`config.mk`:
```
export PLATFORM = sky130hd
export DESIGN_NAME = fp_int_donusum_p
export DESIGN_NICKNAME = d
export VERILOG_FILES = /design/src/rtl/fp_int_donusum_p.sv
export SDC_FILE = /design/constraint.sdc
export NUM_CORES = 1
export LEC_CHECK = 0
export ABC_CLOCK_PERIOD_IN_PS = 4200
export CAP_MARGIN = 10
export CORE_ASPECT_RATIO = 1.4
export CORE_MARGIN = 2
export CORE_UTILIZATION = 50
export DETAILED_ROUTE_END_ITERATION = 8
export PLACE_DENSITY = 0.69
export SYNTH_ARGS = -nofsm -noshare
export SYNTH_HDL_FRONTEND = slang
export SYNTH_SLANG_ARGS = --single-unit
```
`constraint.sdc`:
```
create_clock -name clk_i -period 4.2 [get_ports clk_i]
set_clock_uncertainty 0.15 [all_clocks]
set_input_delay 0.63 -clock clk_i [delete_from_list [all_inputs] [get_ports clk_i]]
set_output_delay 0.63 -clock clk_i [all_outputs]
set_load 0.03 [all_outputs]
```
`src/rtl/fp_int_donusum_p.sv`:
```
// rtl/fp_int_donusum_p.sv - iterative FP32 to signed OUT_W-bit integer converter with saturation and flags
// Optional round-to-nearest-even rounding: define FP_INT_RNE_EN (default build truncates toward zero).
module fp_int_donusum_p #(
  parameter int OUT_W = 32
) (
  input  logic             clk_i,
  input  logic             rst_i,
  input  logic             en_i,
  input  logic             in_valid_i,
  output logic             in_ready_o,
  input  logic [31:0]      g1_i,
  output logic             out_valid_o,
  input  logic             out_ready_i,
  output logic [OUT_W-1:0] c_o,
  output logic             ovf_o,
  output logic             nan_o
);

  typedef enum logic [2:0] {S_IDLE, S_UNPACK, S_SHIFT, S_ROUND, S_SIGN, S_DONE} state_t;

  localparam logic signed [8:0] OUT_W_S = 9'(OUT_W);
  localparam logic [32:0]       LIM     = 33'd1 << (OUT_W - 1);
  localparam logic [OUT_W-1:0]  MAX_C   = {1'b0, {(OUT_W-1){1'b1}}};
  localparam logic [OUT_W-1:0]  MIN_C   = {1'b1, {(OUT_W-1){1'b0}}};

  state_t              state_q, state_d;
  logic                in_ready_q, in_ready_d;
  logic                out_valid_q, out_valid_d;
  logic [OUT_W-1:0]    c_q, c_d;
  logic                ovf_q, ovf_d, nan_q, nan_d;
  logic [31:0]         op_q, op_d;
  logic signed [8:0]   e_q, e_d;
  logic [23:0]         mant_q, mant_d;
  logic                zero_q, zero_d, special_q, special_d;
  logic [32:0]         mag_q, mag_d;
  logic                ovfp_q, ovfp_d, isnan_q, isnan_d;
  logic [3:0]          lsh;
  logic [4:0]          rsh;
`ifdef FP_INT_RNE_EN
  logic                guard_q, guard_d, sticky_q, sticky_d;
  logic [23:0]         low;
`endif

  always_comb begin
    state_d     = state_q;
    in_ready_d  = in_ready_q;
    out_valid_d = out_valid_q;
    c_d         = c_q;
    ovf_d       = ovf_q;
    nan_d       = nan_q;
    op_d        = op_q;
    e_d         = e_q;
    mant_d      = mant_q;
    zero_d      = zero_q;
    special_d   = special_q;
    mag_d       = mag_q;
    ovfp_d      = ovfp_q;
    isnan_d     = isnan_q;
    lsh         = 4'(e_q - 9'sd23);
    // Shift amounts past 25 only feed sticky bits, so clamp to keep the shifter narrow.
    rsh         = (e_q < -9'sd2) ? 5'd25 : 5'(9'sd23 - e_q);
`ifdef FP_INT_RNE_EN
    guard_d     = guard_q;
    sticky_d    = sticky_q;
    low         = 24'({mant_q, 24'b0} >> rsh);
`endif
    case (state_q)
      S_IDLE: begin
        if (!in_ready_q) begin
          in_ready_d = 1'b1;
        end else if (in_valid_i) begin
          op_d       = g1_i;
          in_ready_d = 1'b0;
          ovf_d      = 1'b0;
          nan_d      = 1'b0;
          ovfp_d     = 1'b0;
          isnan_d    = 1'b0;
          state_d    = S_UNPACK;
        end
      end
      S_UNPACK: begin
        e_d       = $signed({1'b0, op_q[30:23]}) - 9'sd127;
        mant_d    = {op_q[30:23] != 8'd0, op_q[22:0]};
        zero_d    = op_q[30:23] == 8'd0;
        special_d = op_q[30:23] == 8'hFF;
        state_d   = S_SHIFT;
      end
      S_SHIFT: begin
        mag_d = 33'd0;
`ifdef FP_INT_RNE_EN
        guard_d  = 1'b0;
        sticky_d = 1'b0;
`endif
        if (zero_q) begin
          mag_d = 33'd0;
        end else if (special_q) begin
          if (op_q[22:0] != 23'd0) isnan_d = 1'b1;
          else                     ovfp_d  = 1'b1;
        end else if (e_q >= OUT_W_S) begin
          ovfp_d = 1'b1;
        end else if (e_q > 9'sd23) begin
          mag_d = {1'b0, 32'(mant_q) << lsh};
        end else begin
          mag_d = {9'b0, mant_q >> rsh};
`ifdef FP_INT_RNE_EN
          guard_d  = low[23];
          sticky_d = |low[22:0];
`endif
        end
        state_d = S_ROUND;
      end
      S_ROUND: begin
`ifdef FP_INT_RNE_EN
        if (guard_q & (sticky_q | mag_q[0])) mag_d = mag_q + 33'd1;
`endif
        state_d = S_SIGN;
      end
      S_SIGN: begin
        if (isnan_q) begin
          c_d   = '0;
          nan_d = 1'b1;
        end else if (ovfp_q) begin
          c_d   = op_q[31] ? MIN_C : MAX_C;
          ovf_d = 1'b1;
        end else if (op_q[31]) begin
          // The negative side reaches one further than the positive side.
          if (mag_q > LIM) begin
            c_d   = MIN_C;
            ovf_d = 1'b1;
          end else begin
            c_d = OUT_W'(~mag_q + 33'd1);
          end
        end else if (mag_q >= LIM) begin
          c_d   = MAX_C;
          ovf_d = 1'b1;
        end else begin
          c_d = OUT_W'(mag_q);
        end
        out_valid_d = 1'b1;
        state_d     = S_DONE;
      end
      S_DONE: begin
        if (out_ready_i) begin
          out_valid_d = 1'b0;
          in_ready_d  = 1'b1;
          state_d     = S_IDLE;
        end
      end
      default: state_d = S_IDLE;
    endcase
  end

  always_ff @(posedge clk_i or negedge rst_i) begin
    if (!rst_i) begin
      state_q     <= S_IDLE;
      in_ready_q  <= 1'b0;
      out_valid_q <= 1'b0;
      c_q         <= '0;
      ovf_q       <= 1'b0;
      nan_q       <= 1'b0;
      op_q        <= '0;
      e_q         <= '0;
      mant_q      <= '0;
      zero_q      <= 1'b0;
      special_q   <= 1'b0;
      mag_q       <= '0;
      ovfp_q      <= 1'b0;
      isnan_q     <= 1'b0;
`ifdef FP_INT_RNE_EN
      guard_q     <= 1'b0;
      sticky_q    <= 1'b0;
`endif
    end else if (en_i) begin
      state_q     <= state_d;
      in_ready_q  <= in_ready_d;
      out_valid_q <= out_valid_d;
      c_q         <= c_d;
      ovf_q       <= ovf_d;
      nan_q       <= nan_d;
      op_q        <= op_d;
      e_q         <= e_d;
      mant_q      <= mant_d;
      zero_q      <= zero_d;
      special_q   <= special_d;
      mag_q       <= mag_d;
      ovfp_q      <= ovfp_d;
      isnan_q     <= isnan_d;
`ifdef FP_INT_RNE_EN
      guard_q     <= guard_d;
      sticky_q    <= sticky_d;
`endif
    end
  end

  assign in_ready_o  = in_ready_q;
  assign out_valid_o = out_valid_q;
  assign c_o         = c_q;
  assign ovf_o       = ovf_q;
  assign nan_o       = nan_q;

endmodule

```
==> impl_metrics.ini, run 1 <==
[finish]
layout_common_cells = nand2_1 (223), dfrtp_1 (139), o21ai_0 (98), nor2_1 (85), a21oi_1 (73)
nets = 1240
drive_above_1_share_pct = 11.8
final_common_cell = nand2_1
final_area_sq_um = 11000
n_antenna_cell = 0
num-fill-cells = 1723
area_growth_pct = 17.2

[route]
route.detailed.drc = 0
wirelength_microns = 31000
first_iter_violations = 612
num_vias = 9025
routed_via_density = 6.22
final_antenna_net_count = 0
firstDrtPassIters = 5
avgRoutedWirePerCell_microns = 21.3

[sta]
grt_setup_unrepaired = false
tightestPinTransition_ns = 0.978
timing.final.hold_violations = 0
tns_ns = 0
final.min_clock_period_ns = 3.39
slew_headroom_pct = 34.8
drv_slew = 0
max_freq_mhz = 295
final.period_utilization_pct = 80.7
setup_violations = 0

[die]
coreArea_sq_um = 18500
die_x_microns = 120
rows = 59
initial_utilization_pct = 50.7
die_y_microns = 166
dieArea_sq_um = 19800
pin_count = 73

[flow_run]
drv_cap = 0

[clock_network]
htreeDepth = 4
cts_buffers = 17
path_clk_slew_ns = 0.07
insertion_delay_ns = 0.44
hold_buffers = 0
tritoncts = built
cts.sinks = 140
root_buffer = clkbuf_16
cts_resized = 0
cts_buffer_depth = 2
postCtsSetupBuffers = 0

[grt]
grt_util_met1_pct = 37.1
grt_pass1_vias = 8703
use_met3_pct = 4.53
antenna_found_initial = 0
grt-ovfl-total = 0
busiest_layer = met2
grt_pass1_wl_microns = 49500
grt_max_degree = 89
use_met2_pct = 55.8
track_usage_pct = 32.1

[status]
status = completed

[logic_synthesis]
async_flop_share_pct = 100
synth_edf_count = 0
synth_seq_cells = 140
seq_area_frac_synth_pct = 37.4
yosys_warnings = 0
syn_avg_cell_area_sq_um = 8.08
syn_area_sq_um = 9360
synthCells = 1158
synthFlopType = dfrtp_1
synth_cell_type_count = 76
synthesis.nets = 1203

[placed_design]
gp_congestion = 1.02
placed_area_sq_um = 10300
place_hpwl_microns = 23600
place.port_buffers = 72

[setup_path]
path_max_fanout = 20
crit_arrival_ns = 3.53
worstSetupStartpointType = register
required_ns = 4.34
worst_setup_path_end_kind = register
crit_type = reg2reg

[min_path]
hold_path.class = in2async
[flip-flops by register name, indices dropped and copies added, names as in the netlist]
| register | count |
|---|---|
| c_o | 32 |
| mag_q | 32 |
| op_q | 32 |
| mant_q | 24 |
| e_q | 9 |
| state_q | 3 |
| in_ready_o | 1 |
| isnan_q | 1 |
| nan_o | 1 |
| out_valid_o | 1 |
| ovf_o | 1 |
| ovfp_q | 1 |
| special_q | 1 |
| zero_q | 1 |
[synth_stat cells, types with 8 or more instances]
master    count  area [sq um]
a211oi_1     26           195
a21oi_1      73           365
a31oi_1      16           100
and2_1       10          62.6
and3_1        9          56.3
buf_2        16          80.1
clkbuf_1     69           259
dfrtp_1     140          3500
ha_1          8           100
inv_1        17          63.8
mux2_2       45           507
mux2i_1      31           310
nand2_1     223           837
nand3_1      36           180
nand4_1       8          50.1
nor2_1       85           319
nor3_1       42           210
nor4_1       12          75.1
o211ai_1     25           188
o21ai_0      98           490
o221ai_1     22           193
o22ai_1       9          56.3
[path summary, 6_finish.rpt]
| check | startpoint | to | slack [ns] | depth (start not counted) |
|---|---|---|---|---|
| max reg2reg | e_q[4] | mag_q[1] | 0.81 | 9 |
| min reg2reg | c_o[17] | c_o[17] | 0.34 | 2 |
| max in group asynchronous | rst_i | c_o[11] | 3.05 | 2 |
| min in group clk_i | c_o[17] | c_o[17] | 0.34 | 2 |
| min | rst_i | c_o[22] | 0.07 | 1 |
| max | e_q[4] | mag_q[1] | 0.81 | 9 |
[kinds of logic (layout without fill, tap and decap cells)]
logic type               count (synthesis)  in the layout  share of synthesized area, %
AO/OA/AOI/OAI                          344            344                          24.0
buffers and inverters                  110            160                          4.71
AND/OR/NAND/NOR                        468            468                          22.6
flip-flops                             140            140                          37.4
adder cells (fa/ha/maj)                  8              8                          1.07
XOR/XNOR                                10             10                         0.936
multiplexers                            78             78                          9.21
[layout make-up]
type | count | area [sq um] | area share, %
sequential | 140 | 3500 | 32.0
multi-input combinational | 908 | 5450 | 49.7
timing repair buffer | 109 | 1010 | 9.23
clock buffer | 19 | 433 | 3.95
inverter | 19 | 71.3 | 0.650
clock inverter | 13 | 190 | 1.73
tap | 244 | 305 | 2.78
[worst max-delay path: stages, from the launching register on]
cell and delay [ns]:
dfrtp_1 0.38, ha_1 0.19, nand4_1 0.32, o22ai_2 0.84, buf_4 0.26, mux2i_1 0.25
a211o_1 0.20, o22ai_1 0.12, o311ai_0 0.39, o211ai_1 0.15
[metrics by stage]
step / cells / utilization [%] / hold slack, ns / setup WS, ns
finish: 1452 / 59.4 / 0.0740 / 0.812
global route: 1452 / 59.4 / 0.154 / 0.607
CTS: 1452 / 59.4 / 0.124 / 0.887
detailed placement: 1420 / 56.0 / 0.322 / 0.688
global placement: 1420 / 56.0 / 0.311 / 0.750
floorplan: 1158 / - / 0.184 / 1.01
[per-layer routing]
| metal | wire length, microns | vias up |
|---|---|---|
| met3 | 1070 | 91 |
| met4 | 2040 | 0 |
| li1 | - | 4318 |
| met2 | 15900 | 299 |
| met1 | 12000 | 4317 |
| met5 | 0 | - |
Power of run 1 is not shown: default switching activity piles up to over one toggle a cycle in this logic, so the estimate is an artifact.
==> inputs of run 2 (changes only) <==
--- a/config.mk
+++ b/config.mk
@@ -5,13 +5,13 @@
 export SDC_FILE = /design/constraint.sdc
 export NUM_CORES = 1
 export LEC_CHECK = 0
-export ABC_CLOCK_PERIOD_IN_PS = 4200
+export ABC_CLOCK_PERIOD_IN_PS = 3100
 export CAP_MARGIN = 10
 export CORE_ASPECT_RATIO = 1.4
 export CORE_MARGIN = 2
 export CORE_UTILIZATION = 50
 export DETAILED_ROUTE_END_ITERATION = 8
-export PLACE_DENSITY = 0.69
+export PLACE_DENSITY = 0.72
 export SYNTH_ARGS = -nofsm -noshare
 export SYNTH_HDL_FRONTEND = slang
 export SYNTH_SLANG_ARGS = --single-unit
==> constraint.sdc (replaced) <==
create_clock -name clk_i -period 3.1 [get_ports clk_i]
set_clock_uncertainty 0.15 [all_clocks]
set_input_delay 0.465 -clock clk_i [delete_from_list [all_inputs] [get_ports clk_i]]
set_output_delay 0.465 -clock clk_i [all_outputs]
set_load 0.03 [all_outputs]
==> run 2 against run 1 <==
  * Core utilization up 1.4 points
  * Worst hold slack gained 0.26 ns
  * Non-clock buffer count grew 26
  * Register-to-register slack worse by 0.57 ns
  * Final cell count up 1.8%
  * Wire length is 1.8% lower
  * Global-route usage is 0.61 points lower
  * Sequential share of layout area is 0.73 points lower
  * Die area unchanged
==> impl_metrics.ini, run 2 (synthesized netlist as in run 1, its figures left out) <==
[status]
status = completed

[clock_network]
htreeDepth = 4
cts.sinks = 140
root_buffer = clkbuf_16
cts_buffers = 17
path_clk_slew_ns = 0.06
tritoncts = built
insertion_delay_ns = 0.43
cts_buffer_depth = 2

[sta]
final.period_utilization_pct = 92.3
timing.final.hold_violations = 0
tightestPinTransition_ns = 1.07
slew_headroom_pct = 28.2
setup_violations = 0
tns_ns = 0
final.min_clock_period_ns = 2.86
max_freq_mhz = 350
grt_setup_unrepaired = false
drv_slew = 0

[setup_path]
crit_path_frequent_cell = buf_4
crit_slowest_cell = ha_1
critPathMaxStageDelay_ns = 0.56
worst_setup_path_end_kind = register
crit_buf_inv = 3
crit_type = reg2reg
ff2ff_setup_slack_ns = 0.24
required_ns = 3.28
crit_chain = buf_4, clkinv_1, ha_1, and3_1, o21ai_0, a21oi_1, nor3_1, buf_4, a32oi_1
crit_arrival_ns = 3.04
crit_family = simple AND/OR/NAND/NOR gates
worstSetupStartpointType = register
path_max_fanout = 14

[grt]
antenna_found_initial = 0
use_met3_pct = 4.12
track_usage_pct = 31.5
grt-ovfl-total = 0
grt_util_met1_pct = 36.0
grt_pass1_wl_microns = 49000
grt_pass1_vias = 8996
busiest_layer = met2
grt_max_degree = 62
use_met2_pct = 54.9

[finish]
n_antenna_cell = 0
final_util_pct = 60.8
drive_above_1_share_pct = 13.7
final_common_cell = nand2_1
area_growth_pct = 20.0
layout_common_cells = nand2_1 (223), dfrtp_1 (139), o21ai_0 (98), nor2_1 (85), a21oi_1 (73)
nets = 1266

[route]
avgRoutedWirePerCell_microns = 20.6
route.detailed.drc = 0
num_vias = 9058
first_iter_violations = 672
final_antenna_net_count = 0
firstDrtPassIters = 8
wirelength_microns = 30400
routed_via_density = 6.13

[die]
initial_utilization_pct = 50.7
rows = 59
pin_count = 73
die_y_microns = 166
dieArea_sq_um = 19800
coreArea_sq_um = 18500
die_x_microns = 120

[min_path]
hold_path.class = reg2reg

[flow_run]
drv_cap = 0

[placed_design]
gp_congestion = 1.02
place.port_buffers = 72
place_hpwl_microns = 23500
-- run 2: changes by cell type in the layout (fill, tap and decap cells not counted), sizes merged --
cell	delta
buf	+25
clkbuf	-1
clkinv	-4
clkinvlp	+1
dlygate4sd3	+1
inv	+4
-- run 2: final timing paths --
check	start	end	cells after the start
worst max register to register	e_q[3]	mag_q[0]	9
worst min register to register	c_o[17]	c_o[17]	2
min in group asynchronous	rst_i	op_q[30]	2
max in group asynchronous	rst_i	mag_q[8]	3
worst min-delay path	c_o[17]	c_o[17]	2
worst max-delay path	e_q[3]	mag_q[0]	9
-- run 2: tightest hold or removal path, stage by stage (launching register included) --
cell and delay [ns]:
dfrtp_1 0.34, nand2_1 0.05, o221ai_1 0.06
-- run 2: area by class of cell --
cell class / count / area [sq um]
multi-input cells: 908 / 5450
fillers: 1712 / 7230
inverters: 19 / 71.3
repair buffers: 135 / 1250
clock inverters: 14 / 205
flip-flops and latches: 140 / 3500
well taps: 244 / 305
clock buffers: 18 / 439
-- run 2: routing by layer --
metal	up-vias	routed length, microns
li1	4355	-
met1	4286	11700
met2	310	15500
met3	107	1140
met4	0	2080
met5	-	0
-- run 2: stage by stage --
step / setup WS, ns / cells / hold WS [ns] / area, sq um
2_1_floorplan: 0.0627 / 1158 / 0.0194 / 9360
3_3_place_gp: 0.219 / 1445 / 0.300 / 10600
3_5_place_dp: 0.194 / 1445 / 0.309 / 10600
4_1_cts: 0.274 / 1478 / 0.339 / 11200
5_1_grt: 0.132 / 1478 / 0.362 / 11200
6_report: 0.239 / 1478 / 0.333 / 11200
-- run 2: what timing repair did --
item | CTS | global route
endpoints found under the setup margin | 0 | 0
hold buffers | 1 | 0
gates resized for setup | 0 | 0
endpoints found under the hold margin | 50 | 0
setup buffers | 0 | 0
Power of run 2 is left out for the same reason.
==> inputs of run 3 (changes only) <==
--- a/config.mk
+++ b/config.mk
@@ -11,7 +11,9 @@
 export CORE_MARGIN = 2
 export CORE_UTILIZATION = 50
 export DETAILED_ROUTE_END_ITERATION = 8
+export GPL_TIMING_DRIVEN = 1
 export PLACE_DENSITY = 0.72
+export REMOVE_ABC_BUFFERS = 1
 export SYNTH_ARGS = -nofsm -noshare
 export SYNTH_HDL_FRONTEND = slang
 export SYNTH_SLANG_ARGS = --single-unit
==> run 3 against run 2 <==
  * Sequential share of layout area decreased by 0.18 points
  * Cell area is 0.59% higher
  * Critical path type unchanged
  * Highest routed layer unchanged
  * Count of clock-buffer cells in the layout up 1
  * Final cell count decreased by 0.27%
  * Non-clock buffer count is 4 lower
  * Register-to-register slack about the same
  * Fmax up 0.33%
  * Wire length fell by 0.64%
==> impl_metrics.ini, run 3 (synthesized netlist as in run 1, its figures left out) <==
[status]
status = completed

[clock_network]
cts.sinks = 140
postCtsSetupBuffers = 0
cts_buffer_depth = 2
htreeDepth = 4
cts_buffers = 17
path_clk_slew_ns = 0.06
root_buffer = clkbuf_16
tritoncts = built
insertion_delay_ns = 0.43
cts_resized = 0
hold_buffers = 1

[sta]
slew_headroom_pct = 42.9
final.period_utilization_pct = 92.0
timing.final.hold_violations = 0
grt_setup_unrepaired = false
drv_slew = 0
setup_violations = 0
tightestPinTransition_ns = 0.857
final.min_clock_period_ns = 2.85
max_freq_mhz = 351

[setup_path]
crit_path_end = mag_q[9]
path_max_fanout = 14
worstReg2RegStart = e_q[3]
crit_type = reg2reg
worstSetupStartpointType = register
r2r.worst_path.cells = 10
crit_arrival_ns = 3.04
critPathLaunch = e_q[3]
worst_setup_path_end_kind = register
required_ns = 3.29
ff2ff_setup_slack_ns = 0.25
rr_endpoint = mag_q[9]

[die]
initial_utilization_pct = 50.7
die_y_microns = 166
dieArea_sq_um = 19800
coreArea_sq_um = 18500
pin_count = 73
rows = 59
die_x_microns = 120

[finish]
final_common_cell = nand2_1
layout_common_cells = nand2_1 (223), dfrtp_1 (139), o21ai_0 (98), nor2_1 (85), a21oi_1 (73)
nets = 1262
num-fill-cells = 1661
n_antenna_cell = 0
final_util_pct = 61.2
area_growth_pct = 20.7
final_cells = 1474
drive_above_1_share_pct = 13.4

[grt]
grt-ovfl-total = 0
grt_pass1_wl_microns = 48800
track_usage_pct = 31.3
antenna_found_initial = 0
grt_pass1_vias = 8874
grt_max_degree = 62

[route]
firstDrtPassIters = 6
wirelength_microns = 30200
num_vias = 9157
routed_via_density = 6.21
route.detailed.drc = 0
first_iter_violations = 666
avgRoutedWirePerCell_microns = 20.5
final_antenna_net_count = 0

[placed_design]
place_hpwl_microns = 22600
gp_congestion = 1.02
dp_cells = 1441
place.port_buffers = 72

[min_path]
hold_path.class = reg2reg
holdPathStages = 2

[flow_run]
drv_cap = 0
-- run 3: metal layers --
| metal | global-route usage (%) | up-vias | part of all wire (%) |
|---|---|---|---|
| met2 | 53.2 | 324 | 50 |
| li1 | - | 4341 | - |
| met5 | 0 | - | 0 |
| met1 | 38.2 | 4402 | 40 |
| met4 | 18.4 | 0 | 6.0 |
| met3 | 3.40 | 90 | 3.9 |
-- run 3: worst min path at each step --
stage                      startpoint           to  slack [ns]
after global routing           c_o[6]       c_o[6]        0.35
after CTS                     c_o[14]      c_o[14]        0.34
after detailed placement  out_valid_o  out_valid_o        0.32
after global placement          rst_i      c_o[12]        0.32
after floorplan                 rst_i       c_o[0]        0.02
final                         c_o[19]      c_o[19]        0.33
-- run 3: cell type report --
type	instances	area (sq um)	area share, %
clock inverter	13	238	2.11
multi-input combinational	908	5450	48.3
sequential	140	3500	31.0
tap	244	305	2.70
timing repair buffer	131	1270	11.2
clock buffer	19	453	4.01
inverter	19	71.3	0.632
-- run 3: through the flow --
stage               hold WS, ns  setup TNS, ns  worst slack [ns]  area (sq um)
floorplan                0.0194         -75.99             -1.56          8990
global placement          0.318              0             0.226         10600
detailed placement        0.320              0             0.196         10600
CTS                       0.340              0             0.276         11300
global route              0.352              0            0.0678         11300
finish                    0.333              0             0.249         11300
-- run 3: worst max-delay path: stages, from the launching register on --
cell	delay [ns]
dfrtp_1	0.37
buf_4	0.24
clkinv_1	0.19
ha_1	0.24
a41oi_1	0.21
nor3_1	0.11
or2_2	0.36
or3_1	0.51
nor2_2	0.18
a221oi_1	0.10
o31ai_1	0.09
Power of run 3 is left out for the same reason.
